**config.mk**
```make
export PLATFORM = sky130hd
export DESIGN_NAME = frame_assembler
export DESIGN_NICKNAME = d
export VERILOG_FILES = /design/src/rtl/frame_assembler.sv
export SDC_FILE = /design/constraint.sdc
export NUM_CORES = 1
export LEC_CHECK = 0
export BUFFER_PORTS_ARGS = -buffer_cell sky130_fd_sc_hd__buf_2
export CORE_UTILIZATION = 40
export CTS_CLUSTER_SIZE = 16
export DETAILED_ROUTE_END_ITERATION = 7
export GPL_TIMING_DRIVEN = 1
export MAX_ROUTING_LAYER = met4
export SLEW_MARGIN = 20
export SYNTH_ARGS = -nofsm -noshare
export SYNTH_HDL_FRONTEND = slang
export SYNTH_SLANG_ARGS = --single-unit
```
**constraint.sdc**
```tcl
create_clock -name clk -period 4.7 [get_ports clk]
set_input_delay 1.41 -clock clk [delete_from_list [all_inputs] [get_ports clk]]
set_output_delay 1.41 -clock clk [all_outputs]
set_load 0.05 [all_outputs]
```
**src/rtl/frame_assembler.sv**
```systemverilog
// Serial word-to-frame assembler: command, address and value words
// are packed into one parallel frame with a held valid level.
module frame_assembler #(
    parameter int WORD_WIDTH     = 8,
    parameter int VALUE_WORDS    = 4,
    parameter int TIMEOUT_CYCLES = 1000,
    parameter int DV_HOLD_CYCLES = 2
) (
    input  logic                                      clk,
    input  logic                                      i_reset,
    input  logic [WORD_WIDTH-1:0]                     i_byte,
    input  logic                                      i_byte_dv,
    output logic [(VALUE_WORDS+2)*WORD_WIDTH-1:0]     o_data,
    output logic                                      o_dv,
    output logic                                      o_timeout,
    output logic                                      o_overrun,
    output logic [7:0]                                o_frame_count
);

    localparam int FW  = VALUE_WORDS + 2;
    localparam int DW  = FW * WORD_WIDTH;
    localparam int WCW = $clog2(FW);
    localparam int TCW = $clog2(TIMEOUT_CYCLES + 1);
    localparam int HCW = $clog2(DV_HOLD_CYCLES + 1);

    localparam logic [WCW-1:0] WC_LAST = WCW'(FW - 1);
    localparam logic [TCW-1:0] TC_LAST = TCW'(TIMEOUT_CYCLES - 1);
    localparam logic [HCW-1:0] HC_LAST = HCW'(DV_HOLD_CYCLES - 1);

    typedef enum logic [1:0] {
        S_IDLE,
        S_COLLECT,
        S_EMIT
    } state_e;

    state_e          state_q, state_d;
    logic [DW-1:0]   shift_q, shift_d;
    logic [DW-1:0]   data_q,  data_d;
    logic [WCW-1:0]  wcnt_q,  wcnt_d;
    logic [TCW-1:0]  tcnt_q,  tcnt_d;
    logic [HCW-1:0]  hcnt_q,  hcnt_d;
    logic [7:0]      fcnt_q,  fcnt_d;
    logic            dv_q,    dv_d;
    logic            tout_q,  tout_d;
    logic            ovr_q,   ovr_d;
    logic [DW-1:0]   shift_in;

    assign shift_in = {shift_q[DW-WORD_WIDTH-1:0], i_byte};

    always_ff @(posedge clk) begin
        if (i_reset) begin
            state_q <= S_IDLE;
            shift_q <= '0;
            data_q  <= '0;
            wcnt_q  <= '0;
            tcnt_q  <= '0;
            hcnt_q  <= '0;
            fcnt_q  <= '0;
            dv_q    <= 1'b0;
            tout_q  <= 1'b0;
            ovr_q   <= 1'b0;
        end else begin
            state_q <= state_d;
            shift_q <= shift_d;
            data_q  <= data_d;
            wcnt_q  <= wcnt_d;
            tcnt_q  <= tcnt_d;
            hcnt_q  <= hcnt_d;
            fcnt_q  <= fcnt_d;
            dv_q    <= dv_d;
            tout_q  <= tout_d;
            ovr_q   <= ovr_d;
        end
    end

    always_comb begin
        state_d = state_q;
        shift_d = shift_q;
        data_d  = data_q;
        wcnt_d  = wcnt_q;
        tcnt_d  = tcnt_q;
        hcnt_d  = hcnt_q;
        fcnt_d  = fcnt_q;
        dv_d    = 1'b0;
        tout_d  = 1'b0;
        ovr_d   = 1'b0;

        case (state_q)
            S_IDLE: begin
                tcnt_d = '0;
                hcnt_d = '0;
                if (i_byte_dv) begin
                    shift_d = {{(DW-WORD_WIDTH){1'b0}}, i_byte};
                    wcnt_d  = WCW'(1);
                    state_d = S_COLLECT;
                end
            end

            S_COLLECT: begin
                if (i_byte_dv) begin
                    // An accepted word always wins over a due timeout.
                    shift_d = shift_in;
                    tcnt_d  = '0;
                    if (wcnt_q == WC_LAST) begin
                        data_d  = shift_in;
                        fcnt_d  = fcnt_q + 8'd1;
                        wcnt_d  = '0;
                        hcnt_d  = '0;
                        dv_d    = 1'b1;
                        state_d = S_EMIT;
                    end else begin
                        wcnt_d = wcnt_q + WCW'(1);
                    end
                end else if (tcnt_q == TC_LAST) begin
                    shift_d = '0;
                    wcnt_d  = '0;
                    tcnt_d  = '0;
                    tout_d  = 1'b1;
                    state_d = S_IDLE;
                end else begin
                    tcnt_d = tcnt_q + TCW'(1);
                end
            end

            S_EMIT: begin
                tcnt_d = '0;
                ovr_d  = i_byte_dv;
                if (hcnt_q == HC_LAST) begin
                    hcnt_d  = '0;
                    state_d = S_IDLE;
                end else begin
                    hcnt_d = hcnt_q + HCW'(1);
                    dv_d   = 1'b1;
                end
            end

            default: begin
                state_d = S_IDLE;
            end
        endcase
    end

    assign o_data        = data_q;
    assign o_dv          = dv_q;
    assign o_timeout     = tout_q;
    assign o_overrun     = ovr_q;
    assign o_frame_count = fcnt_q;

endmodule

```
; ---- Word-level counts from Yosys, hierarchy flattened
; Cells that the tools add are included.
[op_classes]
addsub = 4
eq_ne = 11
reduce_logical = 11
mux = 27
n_bitwise = 2
[ops]
columns = operator, count
row1 = 40-bit two-way mux, 3
row2 = 40-bit one-hot mux with 2 select lines, 1
row3 = 10-bit two-way mux, 2
row4 = 10-bit one-hot mux with 2 select lines, 1
row5 = 2-bit two-way mux, 8
row6 = 3-bit two-way mux, 4
row7 = 2-bit one-hot mux with 3 select lines, 2
row8 = 10-bit by 1-bit adder with 10-bit output (second input constant), 1
row9 = 10-bit equality test (second input constant), 1
row10 = 3-bit AND reduction, 3
row11 = 8-bit by 1-bit adder with 8-bit output (second input constant), 1
row12 = 2-bit != test (second input constant), 4
row13 = 3-bit != test (second input constant), 2
row14 = 3-bit one-hot mux with 2 select lines, 1
row15 = 2-bit by 1-bit equality test with 1-bit output (second input constant), 2
row16 = 1-bit two-way mux, 4
row17 = 4-bit AND reduction, 1
row18 = 2-bit nonzero test, 2
row19 = 2-bit OR reduction, 2
row20 = 3-bit by 1-bit adder with 3-bit output (second input constant), 1
row21 = 3-bit equality test (second input constant), 1
row22 = 3-bit nonzero test, 1
row23 = 3-bit OR reduction, 1
row24 = 2-bit by 1-bit adder with 2-bit output (second input constant), 1
row25 = 4 further kinds, 5
[totals]
wordCells = 65
register_bits = 116
output_inout_bits = 59
inputBits = 11

; ---- Longest topological paths before layout
; Gate-level depths: netlist (run 1).
[depth]
ltp_word = 4
depth_mapped = 9
ltp_nobuf = 6

; ---- Worst setup path after synthesis (run 1)
; Ideal clock, no wire load.
[synth_timing]
path_kind = input port to flip-flop
from = input i_byte_dv
to = register tcnt_q[2]
n_path_buf = 1
arrival_time_ps = 2545
slack_ps = 2085
t_required_ps = 4630
stages = 4
setup_ps = 70
path_cell_list = buf_2 or3_1 or4b_1 a21oi_1
[synth_via]
elab_chain_len = 2
[synth_rtl]
columns = item, line_no
row1 = "start, declared", 12  ; input logic i_byte_dv,
row2 = 10-bit two-way mux, 100  ; if (i_byte_dv) begin
row3 = 10-bit one-hot mux with 2 select lines, 88  ; case (state_q)
row4 = "end signal, assigned", 67  ; tcnt_q <= tcnt_d;
row5 = "end, declared", 40  ; logic [TCW-1:0] tcnt_q, tcnt_d;
; No other way between the ends.
; A chain may end at the register's enable or synchronous reset.

; ---- Worst setup path in the final report (run 1)
[layout_timing]
from = input i_byte_dv
to = register data_q[13] (netlist: o_data[13])
[layout_via]
elab_chain_len = 1
[layout_rtl]
columns = item, line_no
row1 = 3-bit AND reduction (no source line), n/a
row2 = "end signal, assigned", 65  ; data_q <= data_d;
row3 = "end, declared", 38  ; logic [DW-1:0] data_q, data_d;
; No other way between the ends.

==> reports/qor.txt, run 1 <==
Starting Density: 41.8%
clock skew: 0.00846 ns
Yosys reg bits: 116
first drt pass iteration count: 4
final worst path period need: 2.76 ns
GR Util met1: 23.7%
Worst Path Max Fanout: 40
vias in the first global route: 3354
CTS Buffer Depth: 2
Seq/Total Area, Yosys: 53.3%
number of enable flip-flop cells after synthesis: 0
CP Capture Type: register
max cap viols: 0
hold depth: 2
first-pass GRT wire length: 16000 um
Total Wirelength: 9520 um
HPWL after DPL: 6180 um
layout cell share with drive strength beyond 1: 21.5%
worst skew pair latency: 0.51 ns
grt met2 use: 27.6%
n_diodes: 0
CTS Root Cell: clkbuf_8
drt drc: 0
num rows: 37
antenna violations before repair: 0
status: completed
core box area: 10400 um2
Port Buffers: 69
ys async rst share: 0%
worst path arrival time: 3.20 ns
hold_buf cts: 0
grt met3 use: 4.66%
CP required: 5.14 ns
R2R depth: 7
worst reg-to-reg setup slack: 2.23 ns
cts repair resizes: 0
die width: 106 um
clk sinks: 116
HP Class: register to register
final setup fails: 0
mapped cell area: 4350 um2
nets: 559
post-synthesis cell count: 479
final core utilization: 51.6%
vias per cell: 5.13
WS Path Type: primary input to register
Clk pin slew, worst setup/hold paths: 0.06 ns
Avg Cell Area, Syn: 9.09 um2
Area Growth Syn to Fin: 23.4%
Synth cell types: 48
antenna viol nets, final: 0
synth warn: 0
GR Overflow Total: 0
Setup Total Neg Slack: 0 ns
Peak Freq: 0.362 GHz
commonest non-fill, non-tap cell in the layout: nand2_1
routed via count: 3537
PwrDens: 471 nW/um2
P_leak: 2.15 nW
final hold violation count: 0
Startpoint Class: primary input
GR peak layer: met2
Peak VDD IR: 185 uV
pin count of the biggest net entering global routing: 50
die height: 106 um
initial DRC count: 140
worst slew pin tran: 0.949 ns
gr usage total: 18.5%
Worst slew margin: 36.8%
Mapped Nets: 497
CTS tree: done
Placer Congestion: 0.739
final worst-path cycle share: 58.7%
Max Slew Vio Count: 0
Num CTS Buffers: 17
Post-CTS Setup Repair Bufs: 0
die area: 11300 um2
Main synth FF type: dfxtp_1
# IOs: 70
commonest cells after routing, fill and taps aside: nand2_1, dfxtp_1, buf_2, a21oi_1, a22o_1
RSZ-0062 raised after global routing: false
CTS H-tree lvls: 4
WL per Instance: 13.8 um
-- cells by family after synthesis --
logic type                 count (synthesis)  synth area share [%]
adders and majority gates                  7                  2.01
and+or+nand+nor                          193                  19.9
buffers and inverters                     35                  3.71
DFF                                      116                  53.3
AOI/OAI and AO/OA                        107                  16.6
muxes                                      9                  2.07
xor gates and xnor gates                  12                  2.41
-- through the flow --
step / std cells / hold slack (ns) / setup WS (ns) / total power (W) / cell area, um2
finish: 690 / 0.450 / 1.94 / 0.00253 / 5370
global route: 690 / 0.474 / 1.73 / 0.00262 / 5370
CTS: 690 / 0.454 / 1.92 / 0.00255 / 5370
detailed placement: 658 / 0.446 / 1.39 / 0.00125 / 4770
global placement: 658 / 0.441 / 1.48 / 0.00125 / 4770
floorplan: 479 / 0.431 / 2.08 / 0.00121 / 4350
-- layout make-up --
cell class	instances	area, um2
Timing Repair Buffer	73	375
Sequential cell	116	2320
Multi-Input combinational cell	328	1880
Clock buffer	18	428
Fill cell	1016	5040
Inverter	5	18.8
Clock inverter	14	176
Tap cell	136	170
-- synthesized netlist by cell type (all sizes together), types with 4 or more instances --
cell    number  share of area (%)
clkbuf      20                1.7
nor4         4               0.57
dfxtp      116                 53
mux2i        9                2.1
ha           7                2.0
a22o        32                6.5
xnor2        8                1.6
inv          5               0.43
xor2         4               0.80
nand3        9                1.0
nor3         6               0.69
buf         10                1.6
nor2        18                1.6
o21ai        4               0.46
a21oi       58                6.8
nand4        5               0.72
nand2      125                 11
nand3b       4               0.69
-- per-layer routing --
layer	up-vias	part of all wire (%)
li1	1793	-
met1	1658	51
met2	78	44
met3	8	4.2
met4	0	1.0
met5	-	0
-- path summary, 6_finish.rpt --
path / start / end
worst min-delay path: o_data[26] / o_data[26]
worst max-delay path: i_byte_dv / o_data[13]
worst max register to register: state_q[1] / o_data[13]
worst min register to register: o_data[26] / o_data[26]
-- critical path: stages --
cell and delay [ns]:
buf_2 0.17, nand2_1 0.28, nor2_4 0.81, buf_4 0.32
nand2_1 0.07, a21oi_1 0.12
-- power breakdown --
group,switching (W),internal (W)
registers,0.0000264,0.00101
logic,0.000128,0.0000711
clock network,0.000466,0.000827
total,0.000621,0.00191
-- registers in the layout, summed over array words and instances (netlist names) --
name	cells
hcnt_q	2
o_data	48
o_dv	1
o_frame_count	8
o_overrun	1
o_timeout	1
shift_q	40
state_q	2
tcnt_q	10
wcnt_q	3
(Power assumes the default switching activity.)
==> inputs of run 2 (changes only) <==
==> constraint.sdc (replaced) <==
create_clock -name clk -period 2.3 [get_ports clk]
set_input_delay 0.69 -clock clk [delete_from_list [all_inputs] [get_ports clk]]
set_output_delay 0.69 -clock clk [all_outputs]
set_load 0.05 [all_outputs]
==> run 2 against run 1 <==
  * Utilization barely moved
  * Register-to-register slack lost 2.0 ns
  * Clock skew decreased by 0.0012 ns
  * First-iteration DRC count increased by 40%
  * Critical path depth unchanged
  * Worst setup slack worse by 1.7 ns
  * Global-route usage about the same
  * Sequential cell count unchanged
  * Clock power up 88%
  * Cell count is 0.58% higher
  * Sequential share of layout area about the same
  * Critical path type is now register to register
==> reports/qor.txt, run 2 (synthesis results as in run 1) <==
Top Metal Used: met4
clock skew: 0.00722 ns
PwrDens: 925 nW/um2
worst setup margin: 0.279 ns
CP required: 2.72 ns
Peak VDD IR: 409 uV
DP Area: 4810 um2
Post-CTS Setup Repair Bufs: 0
WL met2: 4320 um
CTS Buffer Depth: 2
final hold violation count: 0
final worst path period need: 2.02 ns
Worst Path Max Fanout: 49
num rows: 37
Starting Density: 41.8%
P_leak: 2.14 nW
worst skew pair latency: 0.50 ns
Crit path largest cell delay: 0.75 ns
WL per Instance: 13.9 um
CP Capture Type: register
Placer Congestion: 0.769
worst path arrival time: 2.44 ns
max FFs per register: 48
antenna violations before repair: 0
post-route cell area: 5370 um2
initial DRC count: 196
met3 WL: 410 um
most used cell, CP: nand2_1
core box area: 10400 um2
commonest non-fill, non-tap cell in the layout: nand2_1
commonest cells after routing, fill and taps aside: nand2_1, dfxtp_1, buf_2, a21oi_1, a22o_1
final setup fails: 0
Setup Total Neg Slack: 0 ns
hold_buf cts: 0
cts repair resizes: 0
met1 WL: 4830 um
RSZ-0062 raised after global routing: false
max cap viols: 0
gr usage total: 18.6%
die width: 106 um
Area Growth Syn to Fin: 23.2%
Port Buffers: 69
Num CTS Buffers: 17
worst path cell trace: inv_1 > ha_1 > nand2_1 > or2_2 > nand2_1 > a21oi_1
nets: 563
Place WS: 0.233 ns
CP max-delay cell: or2_2
HP Class: primary input to register
die height: 106 um
CTS tree: done
Peak Freq: 0.495 GHz
antenna viol nets, final: 0
CTS H-tree lvls: 4
layout cell share with drive strength beyond 1: 22.0%
fillers: 1005
vias in the first global route: 3310
clk sinks: 116
routed via count: 3540
first drt pass iteration count: 4
drt drc: 0
die area: 11300 um2
final worst-path cycle share: 87.9%
Startpoint Class: register
vias per cell: 5.10
HPWL after DPL: 6140 um
Clk pin slew, worst setup/hold paths: 0.06 ns
# IOs: 70
WS Path Type: register to register
Max Slew Vio Count: 0
Total Wirelength: 9640 um
pin count of the biggest net entering global routing: 52
CTS Root Cell: clkbuf_8
status: completed
Worst slew margin: 35.5%
first-pass GRT wire length: 16000 um
worst slew pin tran: 0.967 ns
GR Overflow Total: 0
n_diodes: 0
-- run 2: final cells by class --
cell class / instances / area [um2] / share of cell area [%]
sequential: 116 / 2320 / 43.3
multi-input combinational: 328 / 1880 / 35.0
clock buffer: 18 / 428 / 7.97
timing repair buffer: 77 / 418 / 7.79
tap: 136 / 170 / 3.17
clock inverter: 14 / 129 / 2.40
inverter: 5 / 18.8 / 0.350
-- run 2: final timing paths --
| kind | start | to | slack, ns | cells after the start |
|---|---|---|---|---|
| max reg2reg | state_q[1] | o_data[41] | 0.28 | 6 |
| min | i_byte[0] | o_data[0] | 0.44 | 3 |
| max | state_q[1] | o_data[41] | 0.28 | 6 |
| min reg2reg | o_data[36] | o_data[36] | 0.45 | 2 |
-- run 2: metrics by stage --
stage          util (%)  instances  hold slack [ns]  total power (W)
2_1_floorplan         -        479            0.431          0.00247
3_3_place_gp       46.2        662            0.440          0.00256
3_5_place_dp       46.2        662            0.446          0.00257
4_1_cts            51.5        694            0.414          0.00501
5_1_grt            51.5        694            0.430          0.00517
6_report           51.5        694            0.442          0.00497
-- run 2: critical path, delay by kind of cell (launching register included) --
family                     cells  cell delay, ns
buffers and inverters          1            0.10
and+or+nand+nor                3            0.98
DFF                            1            0.38
AOI/OAI and AO/OA              1            0.18
adders and majority gates      1            0.28
-- run 2: where the power goes --
part	total [W]	internal (W)	switching, W	leakage, nW
sequential	0.00212	0.00206	0.0000545	0.936
clock	0.00243	0.00147	0.000964	0.268
combinational	0.000416	0.000154	0.000262	0.939
-- run 2: per-layer routing --
layer,vias up,track usage (%)
li1,1793,-
met1,1665,24.3
met2,77,27.0
met3,5,4.35
met4,0,8.63
met5,-,-
==> inputs of run 3 (changes only) <==
--- a/config.mk
+++ b/config.mk
@@ -6,7 +6,9 @@
 export NUM_CORES = 1
 export LEC_CHECK = 0
 export BUFFER_PORTS_ARGS = -buffer_cell sky130_fd_sc_hd__buf_2
+export CORE_ASPECT_RATIO = 1.4
 export CORE_UTILIZATION = 40
+export CTS_CLUSTER_DIAMETER = 50
 export CTS_CLUSTER_SIZE = 16
 export DETAILED_ROUTE_END_ITERATION = 7
 export GPL_TIMING_DRIVEN = 1
==> run 3 against run 2 <==
  * First-iteration DRC count shrank 0.51%
  * Cell area grew 0.75%
  * Clock-buffer cell count grew 3
  * Cell count grew 0.14%
  * Total power grew 2.1%
  * Utilization grew 0.17 points
  * Global-route usage grew 0.24 points
  * Critical path depth is the same
  * Hold slack gained 0.0049 ns
  * Critical endpoint is now o_data[6]
==> reports/qor.txt, run 3 (synthesis results as in run 1) <==
worst path cell trace: inv_1 > ha_1 > nand2_1 > or2_2 > nand2_1 > a21oi_1
Total Wirelength: 9710 um
nets: 564
final worst path period need: 2.00 ns
worst skew pair latency: 0.41 ns
Post-CTS Setup Repair Bufs: 0
r2r startpoint: state_q[1]
max cap viols: 0
HP Class: register to register
Place WS: 0.210 ns
cts repair resizes: 0
worst min-delay path endpoint: o_data[46]
hold path start: shift_q[38]
clock skew: 0.00679 ns
max FFs per register: 48
worst path arrival time: 2.33 ns
Peak Freq: 0.500 GHz
routed via count: 3536
worst slew pin tran: 0.947 ns
core box area: 10500 um2
hold depth: 2
first drt pass iteration count: 4
commonest non-fill, non-tap cell in the layout: nand2_1
clk sinks: 116
layout cell share with drive strength beyond 1: 21.7%
die height: 125 um
pin count of the biggest net entering global routing: 52
die area: 11300 um2
num rows: 44
final setup fails: 0
Clk pin slew, worst setup/hold paths: 0.05 ns
antenna viol nets, final: 0
Peak VDD IR: 655 uV
CP required: 2.63 ns
hold_buf cts: 0
Setup Total Neg Slack: 0 ns
GR Overflow Total: 0
worst reg-to-reg setup slack: 0.30 ns
Worst Setup SP: state_q[1]
final worst-path cycle share: 86.9%
Num CTS Buffers: 17
Starting Density: 41.6%
n_diodes: 0
Crit path largest cell delay: 0.74 ns
Tot Pwr: 0.00507 W
first-pass GRT wire length: 16400 um
drt drc: 0
Max Slew Vio Count: 0
CP max-delay cell: or2_2
final core utilization: 51.7%
RSZ-0062 raised after global routing: false
CTS tree: done
P_leak: 2.16 nW
vias in the first global route: 3324
final hold slack: 0.446 ns
PwrDens: 938 nW/um2
Startpoint Class: register
WS Path Type: register to register
Port Buffers: 69
most used cell, CP: nand2_1
CTS H-tree lvls: 4
worst setup margin: 0.301 ns
initial DRC count: 195
CTS Root Cell: clkbuf_16
HPWL after DPL: 6400 um
die width: 90.2 um
# IOs: 70
reg2reg end: o_data[6]
R2R depth: 6
CTS Buffer Depth: 2
vias per cell: 5.09
Worst slew margin: 36.9%
commonest cells after routing, fill and taps aside: nand2_1, dfxtp_1, buf_2, a21oi_1, a22o_1
Placer Congestion: 0.818
Worst Path Max Fanout: 49
antenna violations before repair: 0
CP Capture Type: register
final hold violation count: 0
Area Growth Syn to Fin: 24.2%
status: completed
WL per Instance: 14.0 um
gr usage total: 18.8%
## run 3: worst max-delay path: cells and delay by family (launching register included)
family / cells / cell delay (ns)
fa+ha+maj: 1 / 0.28
simple gates: 3 / 0.95
compound gates: 1 / 0.19
buf+inv: 1 / 0.10
flops: 1 / 0.39
## run 3: per-layer routing
| metal | track usage [%] | wire length, um | share of wire, % |
|---|---|---|---|
| met5 | - | 0 | 0 |
| met4 | 8.25 | 180 | 1.9 |
| met3 | 4.81 | 334 | 3.4 |
| met2 | 31.0 | 4770 | 49 |
| met1 | 21.4 | 4430 | 46 |
## run 3: metrics by stage
stage,cell area (um2),std cells
final,5410,695
after global routing,5410,695
after CTS,5410,695
after detailed placement,4830,665
after global placement,4830,665
after floorplan,4350,479
## run 3: how the worst max path moves through the flow
| stage | to | depth (start not counted) |
|---|---|---|
| after global routing | o_data[34] | 6 |
| after floorplan | tcnt_q[2] | 4 |
| after detailed placement | o_data[6] | 5 |
| final | o_data[6] | 6 |
| after global placement | o_data[25] | 5 |
| after CTS | o_data[6] | 6 |
## run 3: area by class of cell
cell class	count	area, um2
clock buffer	21	470
clock inverter	9	104
fill	1048	5050
inverter	5	18.8
multi-input combinational	328	1880
sequential	116	2320
tap	138	173
timing repair buffer	78	438
## run 3: where the power goes
part	switching (W)	internal, W	leakage [nW]	total (W)
registers	0.0000524	0.00206	0.936	0.00212
logic	0.000266	0.000160	0.946	0.000426
clock network	0.000869	0.00166	0.281	0.00253
